File: src/rtl/ifc_parse_multi.sv
// rtl/ifc_parse_multi.sv - IFC command parser with per-channel enables and framed pattern streaming
module ifc_parse_multi #(
    parameter int             DW        = 16,
    parameter int             NCH       = 4,
    parameter int             NFRAME    = 4,
    parameter int             NWORD     = 3,
    parameter logic [NCH-1:0] MODE_MASK = NCH'(4'b0110)
) (
    input  logic           clk,
    input  logic           rst_n,
    input  logic [15:0]    hs_cmd,
    input  logic           flag_get_cmd,
    input  logic           flag_out_data,
    input  logic           flag_abort,
    output logic [NCH-1:0] ch_en,
    output logic [DW-1:0]  data_out,
    output logic           data_valid,
    output logic           frame_done,
    output logic           xfer_done,
    output logic           busy,
    output logic           cmd_err
);

    localparam int IW = (NFRAME > 1) ? $clog2(NFRAME) : 1;
    localparam int JW = (NWORD > 1) ? $clog2(NWORD) : 1;
    localparam logic [IW-1:0] I_LAST = IW'(NFRAME - 1);
    localparam logic [JW-1:0] J_LAST = JW'(NWORD - 1);

    typedef enum logic [1:0] {
        IDLE   = 2'd0,
        ARMED  = 2'd1,
        STREAM = 2'd2
    } state_t;

    state_t         state_q, state_d;
    logic [IW-1:0]  i_q, i_d;
    logic [JW-1:0]  j_q, j_d;
    logic [7:0]     cmd_q, cmd_d;
    logic [NCH-1:0] ch_en_q, ch_en_d;
    logic [DW-1:0]  data_out_q, data_out_d;
    logic           data_valid_q, data_valid_d;
    logic           frame_done_q, frame_done_d;
    logic           xfer_done_q, xfer_done_d;
    logic           busy_q, busy_d;
    logic           cmd_err_q, cmd_err_d;

    logic [7:0]     code;
    logic           code_ok;
    logic           new_en;
    logic [NCH-1:0] ch_en_upd;
    logic [3:0]     i4;
    logic [2:0]     j3;
    logic [3:0]     n4;
    logic [DW-1:0]  word;

    // Frame index nibble and low word-index bits, zero-padded when the counters are narrow
    if (IW >= 4) begin : g_i_wide
        assign i4 = i_q[3:0];
    end else begin : g_i_narrow
        assign i4 = {{(4 - IW){1'b0}}, i_q};
    end

    if (JW >= 3) begin : g_j_wide
        assign j3 = j_q[2:0];
    end else begin : g_j_narrow
        assign j3 = {{(3 - JW){1'b0}}, j_q};
    end

    // Command decode: validity and the enable the addressed channel would take
    always_comb begin
        code      = hs_cmd[15:8];
        code_ok   = (code != 8'd0) && (code <= 8'(NCH));
        new_en    = 1'b0;
        ch_en_upd = ch_en_q;
        for (int k = 0; k < NCH; k++) begin
            if (code == 8'(k + 1)) begin
                new_en       = MODE_MASK[k] ? hs_cmd[5] : 1'b1;
                ch_en_upd[k] = new_en;
            end
        end
    end

    // Pattern word for the current (cmd, frame, word) position; n = 2j-1 wraps mod 16
    always_comb begin
        n4   = {j3, 1'b0} - 4'd1;
        word = '0;
        if (j_q == '0) begin
            word[DW-1 -: 4] = i4;
            word[7:0]       = cmd_q;
        end else begin
            word[15:0] = {n4, n4, n4 + 4'd1, n4 + 4'd1};
        end
    end

    // Next-state logic: abort beats data request beats command
    always_comb begin
        state_d      = state_q;
        i_d          = i_q;
        j_d          = j_q;
        cmd_d        = cmd_q;
        ch_en_d      = ch_en_q;
        data_out_d   = data_out_q;
        data_valid_d = 1'b0;
        frame_done_d = 1'b0;
        xfer_done_d  = 1'b0;
        cmd_err_d    = 1'b0;

        if (flag_abort) begin
            state_d = IDLE;
            i_d     = '0;
            j_d     = '0;
            cmd_d   = '0;
            ch_en_d = '0;
        end else if (flag_out_data && (state_q != IDLE)) begin
            data_out_d   = word;
            data_valid_d = 1'b1;
            cmd_err_d    = flag_get_cmd;
            state_d      = STREAM;
            if (j_q == J_LAST) begin
                j_d          = '0;
                frame_done_d = 1'b1;
                if (i_q == I_LAST) begin
                    i_d         = '0;
                    xfer_done_d = 1'b1;
                    state_d     = IDLE;
                end else begin
                    i_d = i_q + IW'(1);
                end
            end else begin
                j_d = j_q + JW'(1);
            end
        end else if (flag_get_cmd) begin
            if ((state_q != IDLE) || !code_ok) begin
                cmd_err_d = 1'b1;
            end else begin
                cmd_d   = code;
                ch_en_d = ch_en_upd;
                i_d     = '0;
                j_d     = '0;
                state_d = new_en ? ARMED : IDLE;
            end
        end

        busy_d = (state_d != IDLE);
    end

    // State and registered outputs
    always_ff @(posedge clk or negedge rst_n) begin
        if (!rst_n) begin
            state_q      <= IDLE;
            i_q          <= '0;
            j_q          <= '0;
            cmd_q        <= '0;
            ch_en_q      <= '0;
            data_out_q   <= '0;
            data_valid_q <= 1'b0;
            frame_done_q <= 1'b0;
            xfer_done_q  <= 1'b0;
            busy_q       <= 1'b0;
            cmd_err_q    <= 1'b0;
        end else begin
            state_q      <= state_d;
            i_q          <= i_d;
            j_q          <= j_d;
            cmd_q        <= cmd_d;
            ch_en_q      <= ch_en_d;
            data_out_q   <= data_out_d;
            data_valid_q <= data_valid_d;
            frame_done_q <= frame_done_d;
            xfer_done_q  <= xfer_done_d;
            busy_q       <= busy_d;
            cmd_err_q    <= cmd_err_d;
        end
    end

    assign ch_en      = ch_en_q;
    assign data_out   = data_out_q;
    assign data_valid = data_valid_q;
    assign frame_done = frame_done_q;
    assign xfer_done  = xfer_done_q;
    assign busy       = busy_q;
    assign cmd_err    = cmd_err_q;

endmodule

File: config.mk
export PLATFORM = sky130hd
export DESIGN_NAME = ifc_parse_multi
export DESIGN_NICKNAME = d
export VERILOG_FILES = /design/src/rtl/ifc_parse_multi.sv
export SDC_FILE = /design/constraint.sdc
export NUM_CORES = 1
export LEC_CHECK = 0
export CAP_MARGIN = 10
export CORE_MARGIN = 8
export CORE_UTILIZATION = 47
export CTS_CLUSTER_DIAMETER = 150
export DETAILED_ROUTE_END_ITERATION = 16
export GPL_ROUTABILITY_DRIVEN = 1
export GPL_TIMING_DRIVEN = 0
export PLACE_DENSITY = 0.79
export SLEW_MARGIN = 10
export SYNTH_ARGS = -nofsm -noshare
export SYNTH_HDL_FRONTEND = slang
export SYNTH_SLANG_ARGS = --single-unit
File: constraint.sdc
create_clock -name clk -period 2.7 [get_ports clk]
set_input_delay 0.405 -clock clk [delete_from_list [all_inputs] [get_ports clk]]
set_output_delay 0.405 -clock clk [all_outputs]
set_load 0.02 [all_outputs]
# ---- Word level (Yosys, flattened, before mapping)
# Cells that the tools add are included.
dict set report classes {
  order_cmp 1
  reduce_logical 22
  muxes 48
  n_addsub 4
  n_bitwise 1
  eq_ne 10
}
# cell count
set ops {}
lappend ops {{8-bit 2-to-1 mux} 5}
lappend ops {{2-bit 2-to-1 mux} 15}
lappend ops {{4-bit 2-to-1 mux} 6}
lappend ops {{1-bit 2-to-1 mux} 22}
lappend ops {{8-bit by 2-bit equality test with 1-bit output, second input constant} 2}
lappend ops {{4-bit AND reduction} 4}
lappend ops {{2-bit nonzero test} 7}
lappend ops {{8-bit by 1-bit equality test with 1-bit output, second input constant} 1}
lappend ops {{8-bit by 3-bit equality test with 1-bit output, second input constant} 1}
lappend ops {{8-bit by 3-bit <= comparator with 1-bit output, second input constant} 1}
lappend ops {{8-bit nonzero test} 1}
lappend ops {{3-bit AND reduction} 2}
lappend ops {{2-bit by 1-bit adder with 2-bit output, second input constant} 2}
lappend ops {{4-bit by 1-bit adder with 4-bit output, second input constant} 1}
lappend ops {{2-bit equality test, second input constant} 2}
lappend ops {{2-bit != test, second input constant} 2}
lappend ops {{2-bit AND reduction} 2}
lappend ops {{3-bit by 1-bit subtractor with 4-bit output, second input constant} 1}
lappend ops {{3-bit by 2-bit != test with 1-bit output, second input constant} 1}
lappend ops {{3-bit != test, second input constant} 1}
lappend ops {{3-bit nonzero test} 1}
lappend ops {{1-bit logical AND} 2}
lappend ops {{2-bit zero test} 1}
lappend ops {{1-bit zero test} 1}
lappend ops {{2 further kinds} 2}
dict set report totals {
  in_bits 21
  reg_bits 39
  wordCells 100
  out_inout_bits 25
}

# ---- Depth between registers and ports, before layout
# Gate-level depths: netlist of the first run.
dict set report depth {
  ltp_word 11
  depth_mapped 6
  mapped_depth_nobuf 5
}

# ---- Least setup slack after synthesis of the first run
# OpenSTA, ideal clock, no wires.
dict set report synth_timing {
  kind {register to register}
  from {register state_q[0]}
  to {register cmd_q[3]}
  period_less_slack_ns 1.845
  setup_slack_ns 0.855
  n_path_buf 1
  required_time_ns 2.580
  arrival_ns 1.726
  path_stages_with_launch 5
  path_cell_list {dfrtp_1 or4_4 a2111o_1 buf_2 and3_1}
}
dict set report synth_between {
  elab_chain_cells 4
  elab_cells_between_ends 6
  cone_classes {2 x eq/ne; 4 x reduce/logical}
}
# item line
set synth_lines {}
lappend synth_lines {{start, declared} 35} ;# state_t state_q, state_d;
lappend synth_lines {{start signal, assigned} 162} ;# state_q <= state_d;
lappend synth_lines {{2-bit nonzero test (*)} {114, 133}}
lappend synth_lines {{1-bit logical OR / 1-bit logical AND (equally long branches)} {133, 114}}
lappend synth_lines {{2-bit != test (no source line)} n/a}
lappend synth_lines {{3-bit AND reduction (no source line) (*)} n/a}
lappend synth_lines {{end signal, assigned} 165} ;# cmd_q <= cmd_d;
lappend synth_lines {{end, declared} 38} ;# logic [7:0] cmd_q, cmd_d;
# Every way passes the cells marked *; elsewhere a longest branch is shown, timed or not.
# A chain may end at the register's enable or synchronous reset.

# ---- Worst setup path after layout of the first run
dict set report layout_timing {
  from {input hs_cmd[9]}
  to {register cmd_q[6]}
}
dict set report layout_between {
  elab_chain_cells 6
  elab_cells_between_ends 7
  cone_classes {1 x order compare; 1 x eq/ne; 5 x reduce/logical}
}
# item line
set layout_lines {}
lappend layout_lines {{start, declared} 11} ;# input logic [15:0] hs_cmd,
lappend layout_lines {{8-bit by 3-bit <= comparator with 1-bit output / 8-bit nonzero test (equally long branches)} 72} ;# code_ok = (code != 8'd0) && (code <= 8'(NCH));
lappend layout_lines {{1-bit logical AND (*)} 72}
lappend layout_lines {{1-bit zero test (*)} 133} ;# if ((state_q != IDLE) || !code_ok) begin
lappend layout_lines {{1-bit logical OR (*)} 133}
lappend layout_lines {{2-bit != test (no source line) (*)} n/a}
lappend layout_lines {{3-bit AND reduction (no source line) (*)} n/a}
# Marked as above.

==> impl_metrics.ini, run 1 <==
[floorplanning]
die-area_mm2 = 0.00562
start_util = 0.490
fp.dieW_um = 75.0
io_pins = 46
dieHeight_um = 75.0
core_area_mm2 = 0.00334
row_count = 21

[detailed_routing]
drtIter0Drc = 48
drc = 0
drtPass1Iterations = 4
postRouteAntennaNets = 0
vias_per_cell = 5.15
wire_per_inst_um = 13.9
totalWireLength_mm = 3.51
dr_total_vias = 1302

[cts]
h-tree-depth = 2
cts-root-buf = clkbuf_4
max-clock-path-buffers = 2
clkLatencyLatePin_ns = 0.35
cts_sinks = 37
cts_tree = done
cts_setup_buffers = 0
clk_pin_slew_ns = 0.12
cts_resized = 0
numCtsBuffers = 5
cts_hold_buf = 0

[final_layout]
multi_input_area_um2 = 632
final_nets = 233
seqCellArea_um2 = 926
area_growth_pct = 33.0
nFillCells = 280
stdcell_area_mm2 = 0.00217
drive_gt1_frac = 0.0725
diodes = 0
most-common-layout-cells = 37 x dfrtp_1, 37 x clkdlybuf4s50_1, 25 x nand2_1, 11 x a21oi_1, 10 x nor2_1
utilization = 0.651

[grt]
grt_start_max_net_pins = 38
grt.total_usage = 0.137
overflow = 0
grt_pass1_wl_mm = 5.86
antenna_found_initial = 0
grt_pass1_vias = 1353

[setup_path]
cpPeakStageDelay_ns = 0.57
crit_type = in -> reg
cp.depth = 5
cp_max_fo = 10
critPathCapture = cmd_q[6]
startpoint = hs_cmd[9]
crit_arrival_ns = 2.36
cp.required_ns = 2.94
reg2reg_from = state_q[0]
regToRegEndpoint = cmd_q[6]
crit_buf_inv = 2
rr_worst_depth = 4
cp_cell_sequence = clkdlybuf4s50_1, or3b_2, a2111o_1, buf_2, and3_1
crit_path_start_kind = input port
critPathSlowestCell = or3b_2
end_kind = flip-flop
path_delay_family = simple AND/OR/NAND/NOR gates
rrSetupSlack_ns = 0.72

[timing]
holdWs_ns = 0.125
period_share = 0.785
fin_skew_ns = 0.0114
hold_violations = 0
fmax_mhz = 472
setup_viol = 0
tightestPinTransition_ns = 0.779
tns_ns = 0
fin_crit_ns = 2.12
final_max_slew_viol_count = 0
rsz0062_at_grt = no
maxSlewHeadroom = 0.481

[min_path]
min_path_type = in -> async

[power]
max-vdd-ir-drop_uv = 273
power.density_mw_per_mm2 = 508
power_mw = 1.10
p_leak_nw = 1.03

[synth]
synth-seq-area-share = 0.567
synth_nets = 188
yosysUniqueCellTypes = 35
ys.flop_type = dfrtp_1
synth-edff-count = 0
ys_seq_elements = 37
async_flop_share = 1.00
synth.avg_cell_area_um2 = 10.1
yosysWarnings = 0
synthCells = 161
syn_area_mm2 = 0.00163

[placed_design]
placed_area_mm2 = 0.00207
post-dp-hpwl_mm = 2.69
port_buffers = 38
gp_congestion = 0.852

[flow_run]
drv_cap = 0

[outcome]
status = complete, no violations
## sequential cells by signal (all words and copies together) (netlist names)
| register | count |
|---|---|
| j_q | 2 |
| busy | 1 |
| i_q | 2 |
| frame_done | 1 |
| ch_en | 4 |
| xfer_done | 1 |
| state_q | 2 |
| data_out | 14 |
| cmd_q | 8 |
| cmd_err | 1 |
| data_valid | 1 |
## stage by stage
stage,setup slack [ns],instances
floorplan,0.855,161
detailed placement,0.237,245
CTS,0.609,253
finish,0.582,253
global placement,0.245,245
global route,0.546,253
## where the power goes
part / total (mW) / switching, mW / leakage, nW / internal (mW)
Sequential: 0.558 / 0.00149 / 0.516 / 0.557
Combinational: 0.0608 / 0.0335 / 0.456 / 0.0273
Clock: 0.485 / 0.193 / 0.0558 / 0.291
Total: 1.10 / 0.228 / 1.03 / 0.875
## layout make-up
type,count,share of cell area
clock buffer,5,0.0173
timing repair buffer,38,0.173
sequential,37,0.426
clock inverter,3,0.0317
inverter,9,0.0155
tap,46,0.0265
buffer,9,0.0196
multi-input combinational,106,0.291
## synthesized netlist by cell type, types with 2 or more instances
cell      count  area (um2)
nor2_1       10        37.5
clkbuf_1      6        22.5
nand2b_1      2        12.5
nand2_1      25        93.8
dfrtp_1      37         926
buf_4         2        15.0
inv_1         8        30.0
nand3_1       9        45.0
mux2i_1       3        30.0
o21a_1        2        15.0
ha_1          6        75.1
o31ai_1       2        15.0
nor2b_1       2        12.5
a31oi_1       3        18.8
o21ai_0       7        35.0
or3_1         2        12.5
o21bai_1      2        15.0
a21oi_1      11        55.1
and3_1        6        37.5
## how the worst min path moves through the flow
stage | start | to | slack, ns | cells after the start
after floorplan | rst_n | busy | 0.11 | 0
after global placement | data_out[7] | data_out[7] | 0.45 | 2
after detailed placement | data_out[3] | data_out[3] | 0.47 | 2
after CTS | rst_n | cmd_err | 0.13 | 1
after global routing | rst_n | busy | 0.18 | 1
final | rst_n | cmd_err | 0.13 | 1
## routing by layer
metal | up-vias | routed length [um] | global-route usage
li1 | 647 | - | -
met1 | 596 | 1510 | 0.148
met2 | 55 | 1560 | 0.221
met3 | 4 | 392 | 0.0679
met4 | 0 | 43 | 0.0630
met5 | - | 0 | 0
## logic make-up after synthesis
logic type | Yosys count | synth area share
flops | 37 | 0.567
simple gates | 63 | 0.190
mux | 3 | 0.0184
compound gates | 33 | 0.127
buf+inv | 18 | 0.0467
xor+xnor | 1 | 0.00536
fa+ha+maj | 6 | 0.0459
Note: power is estimated with default switching activity, not from simulation.
==> inputs of run 2 (changes only) <==
CORE_UTILIZATION = 42   (was 47)
PLACE_DENSITY = 0.74   (was 0.79)
clock period = 1.75 ns   (was 2.7 ns; I/O delays follow)
==> run 2 against run 1 <==
Against the previous run:
- the flow now finishes with violations (negative setup slack)
- global-route usage down 0.69 points
- die area increased by 9.3%
- first-iteration DRC count is 10% lower
- utilization fell by 2.5 points
==> impl_metrics.ini, run 2 (synthesis results as in run 1) <==
[cts]
cts_tree = done
cts_sinks = 37
clk_pin_slew_ns = 0.07
max-clock-path-buffers = 2
clkLatencyLatePin_ns = 0.29
h-tree-depth = 2
numCtsBuffers = 5
cts_hold_buf = 0
cts-root-buf = clkbuf_8

[placed_design]
dp_cells = 247
port_buffers = 38
dp_slack_ns = -0.567
placed_area_mm2 = 0.00208
gp_congestion = 0.754
post-dp-hpwl_mm = 2.80

[timing]
tns_ns = -0.316
hold_violations = 0
setup_viol = 13
holdWs_ns = 0.0608
maxSlewHeadroom = 0.463
period_share = 1.05
setup_ws_ns = -0.0833
final_max_slew_viol_count = 0
fin_skew_ns = 0.00455
fin_crit_ns = 1.83
rsz0062_at_grt = yes
fmax_mhz = 545
tightestPinTransition_ns = 0.806

[floorplanning]
io_pins = 46
core_area_mm2 = 0.00369
start_util = 0.443
fp.dieW_um = 78.4
dieHeight_um = 78.4
die-area_mm2 = 0.00614
row_count = 22

[setup_path]
regToRegEndpoint = cmd_q[1]
startpoint = hs_cmd[13]
crit_type = in -> reg
crit_path_start_kind = input port
reg2reg_from = state_q[0]
end_kind = flip-flop
cp_cell_sequence = clkdlybuf4s50_1, or3_1, a2111o_1, buf_4, mux2i_1, nor2_1
critPathSlowestCell = or3_1
crit_arrival_ns = 1.99
cp_max_fo = 4
rr_worst_depth = 5
cp.required_ns = 1.90
rrSetupSlack_ns = -0.07
cpPeakStageDelay_ns = 0.48

[final_layout]
most-common-layout-cells = 37 x dfrtp_1, 32 x clkdlybuf4s50_1, 25 x nand2_1, 10 x nor2_1, 9 x a21oi_1
instances_no_fill = 259
diodes = 0
utilization = 0.627
final_common_cell = dfrtp_1
largest_register_ffs = 14
final_nets = 237
area_growth_pct = 41.4
stdcell_area_mm2 = 0.00231
drive_gt1_frac = 0.161

[detailed_routing]
postRouteAntennaNets = 0
drtIter0Drc = 43
vias_per_cell = 5.08
dr_total_vias = 1317
totalWireLength_mm = 3.85
drc = 0
wire_per_inst_um = 14.9
drtPass1Iterations = 4

[power]
power_mw = 1.83
clkPwrFrac = 0.473
power.density_mw_per_mm2 = 790
max-vdd-ir-drop_uv = 485
p_sw_frac = 0.197
p_sw_mw = 0.359
p_int_mw = 1.47
combPwrFrac = 0.055
seq_power_share = 0.472
p_leak_nw = 1.08

[grt]
grt_start_max_net_pins = 38
antenna_found_initial = 0
grt_pass1_wl_mm = 6.47
grt_pass1_vias = 1372
overflow = 0
grt.total_usage = 0.131

[flow_run]
drv_cap = 0

[outcome]
violations = negative setup slack
status = finished, violations left

[min_path]
min_path_type = in -> async
run 2: layer usage:
layer / wire length [um] / part of all wire / up-vias / track usage
li1: - / - / 644 / -
met1: 1600 / 0.42 / 621 / 0.141
met2: 1830 / 0.48 / 45 / 0.215
met3: 350 / 0.091 / 7 / 0.0649
met4: 67 / 0.017 / 0 / 0.0519
met5: 0 / 0 / - / 0
run 2: power by group through the flow:
stage	sequential (mW)	combinational [mW]	clock, mW
floorplan	0.882	0.0264	0
global placement	0.877	0.0942	0
detailed placement	0.877	0.0965	0
CTS	0.861	0.0985	0.884
global route	0.861	0.111	0.916
finish	0.861	0.101	0.864
run 2: area by class of cell:
type	instances	area [um2]
fill	340	1380
sequential	37	926
multi-input combinational	106	696
timing repair buffer	43	414
clock buffer	5	68.8
clock inverter	3	65.1
tap	48	60.1
buffer	8	47.5
inverter	9	33.8
run 2: worst max-delay path: cells and delay by family:
kind                   cells  cell delay, ns
AOI/OAI and AO/OA          1            0.46
buffers and inverters      2            0.56
muxes                      1            0.16
and+or+nand+nor            2            0.54
run 2: timing repair:
| item | CTS | global route |
|---|---|---|
| gates resized for setup | 14 | 11 |
| setup endpoints to repair | 18 | 23 |
| pin swaps | 7 | 4 |
| setup buffers | 4 | 1 |
run 2: worst max-delay path by stage:
stage,to,slack (ns),cells after the start
after floorplan,ch_en[3],0.008,4
after global routing,cmd_q[1],-0.10,6
after CTS,cmd_q[0],-0.08,5
after global placement,ch_en[3],-0.56,5
after detailed placement,cmd_q[2],-0.57,5
final,cmd_q[1],-0.08,6
==> inputs of run 3 (changes only) <==
PLACE_DENSITY = 0.77   (was 0.74)
==> run 3 against run 2 <==
Against the previous run:
- the flow still finishes with violations (negative setup slack)
- critical path type is now reg -> reg
- worst setup slack got worse by 0.016 ns
- critical endpoint is now cmd_q[0]
- first-iteration DRC count fell by 44%
- clock skew rose by 0.00056 ns
- non-clock buffer count did not move
- global-route usage fell by 0.89 points
- maximum frequency fell by 0.88%
- register-to-register slack got worse by 0.03 ns
- utilization fell by 0.44 points
==> impl_metrics.ini, run 3 (synthesis results as in run 1) <==
[outcome]
status = finished, violations left
violations = negative setup slack

[setup_path]
crit_path_start_kind = flip-flop
crit_buf_inv = 1
crit_arrival_ns = 2.01
critPathSlowestCell = or4_4
cpPeakStageDelay_ns = 0.52
crit_type = reg -> reg
cp.required_ns = 1.91
cp_cell_sequence = or4_4, a2111o_1, buf_4, mux2i_1, nor2_1
path_delay_family = simple AND/OR/NAND/NOR gates
end_kind = flip-flop
cp_max_fo = 4

[detailed_routing]
drtIter0Drc = 24
dr_total_vias = 1300
wire_per_inst_um = 13.4
vias_per_cell = 5.02
drtPass1Iterations = 4
totalWireLength_mm = 3.46
drc = 0
postRouteAntennaNets = 0

[timing]
setup_ws_ns = -0.0996
rsz0062_at_grt = yes
final_max_slew_viol_count = 0
period_share = 1.06
fin_crit_ns = 1.85
setup_viol = 15
hold_violations = 0
maxSlewHeadroom = 0.668
tightestPinTransition_ns = 0.498
fin_skew_ns = 0.00512
fmax_mhz = 541

[final_layout]
nFillCells = 328
area_growth_pct = 40.4
drive_gt1_frac = 0.118
final_nets = 237
final_common_cell = dfrtp_1
largest_register_ffs = 14
most-common-layout-cells = 37 x dfrtp_1, 34 x clkdlybuf4s50_1, 25 x nand2_1, 11 x a21oi_1, 10 x nor2_1
diodes = 0

[grt]
grt_start_max_net_pins = 21
antenna_found_initial = 0
grt.total_usage = 0.122
grt_pass1_wl_mm = 6.01
grt_pass1_vias = 1303
overflow = 0

[cts]
clk_pin_slew_ns = 0.07
cts_tree = done
clkLatencyLatePin_ns = 0.29
cts-root-buf = clkbuf_8
h-tree-depth = 2
max-clock-path-buffers = 2
numCtsBuffers = 5
cts_sinks = 37

[floorplanning]
dieHeight_um = 78.4
core_area_mm2 = 0.00369
start_util = 0.443
die-area_mm2 = 0.00614
io_pins = 46
row_count = 22
fp.dieW_um = 78.4

[power]
power.density_mw_per_mm2 = 795
max-vdd-ir-drop_uv = 451
power_mw = 1.82
p_leak_nw = 1.07

[placed_design]
gp_congestion = 0.753
port_buffers = 38
post-dp-hpwl_mm = 2.57
dp_slack_ns = -0.545

[flow_run]
drv_cap = 0

[min_path]
min_path_type = in -> async
[run 3: changes by cell type in the layout (fill, tap and decap cells not counted), sizes merged]
cell	delta
buf	-1
clkdlybuf4s50	+2
dlygate4sd2	-1
dlygate4sd3	+1
dlymetal6s2s	-1
[run 3: timing repair]
action | in CTS | in global routing
endpoints found under the setup margin | 17 | 27
hold buffers | 1 | 0
gates resized for setup | 7 | 5
hold endpoints to repair | 17 | 0
setup buffers | 3 | 0
pin swaps | 5 | 3
[run 3: path summary, 6_finish.rpt]
check	from	endpoint	slack, ns	cells after the start
min in group clk	data_out[4]	data_out[4]	0.46	2
max in group asynchronous	rst_n	ch_en[3]	0.87	3
max reg2reg	state_q[0]	cmd_q[0]	-0.1	5
min	rst_n	data_out[13]	0.44	2
min reg2reg	data_out[4]	data_out[4]	0.46	2
max	state_q[0]	cmd_q[0]	-0.1	5
[run 3: power by group]
group,total (mW),switching (mW),internal [mW]
Sequential,0.861,0.00206,0.859
Combinational,0.103,0.0536,0.0496
Clock,0.861,0.295,0.566
Total,1.82,0.351,1.47
[run 3: area by class of cell]
cell class                 instances  area [um2]  share of cell area
clock inverter                     3        65.1              0.0284
timing repair buffer              43         435               0.190
buffer                             8        46.3              0.0202
multi-input combinational        106         659               0.287
inverter                           9        33.8              0.0147
tap                               48        60.1              0.0262
sequential                        37         926               0.403
clock buffer                       5        68.8              0.0300
[run 3: layer usage]
layer,track usage,wire length (um),up-vias
met5,0,0,-
met4,0.0500,57,0
met3,0.0638,265,7
met2,0.192,1550,39
met1,0.135,1590,606
li1,-,-,648
[run 3: through the flow]
step	util	setup TNS [ns]	instance area [um2]	std cells	hold slack (ns)
floorplan	-	0	1640	161	-0.0331
global route	0.622	-2.14	2290	259	0.461
CTS	0.619	-0.947	2280	260	0.450
global placement	0.564	-25.92	2080	247	0.449
finish	0.622	-1.03	2290	259	0.442
detailed placement	0.570	-10.69	2100	248	0.232
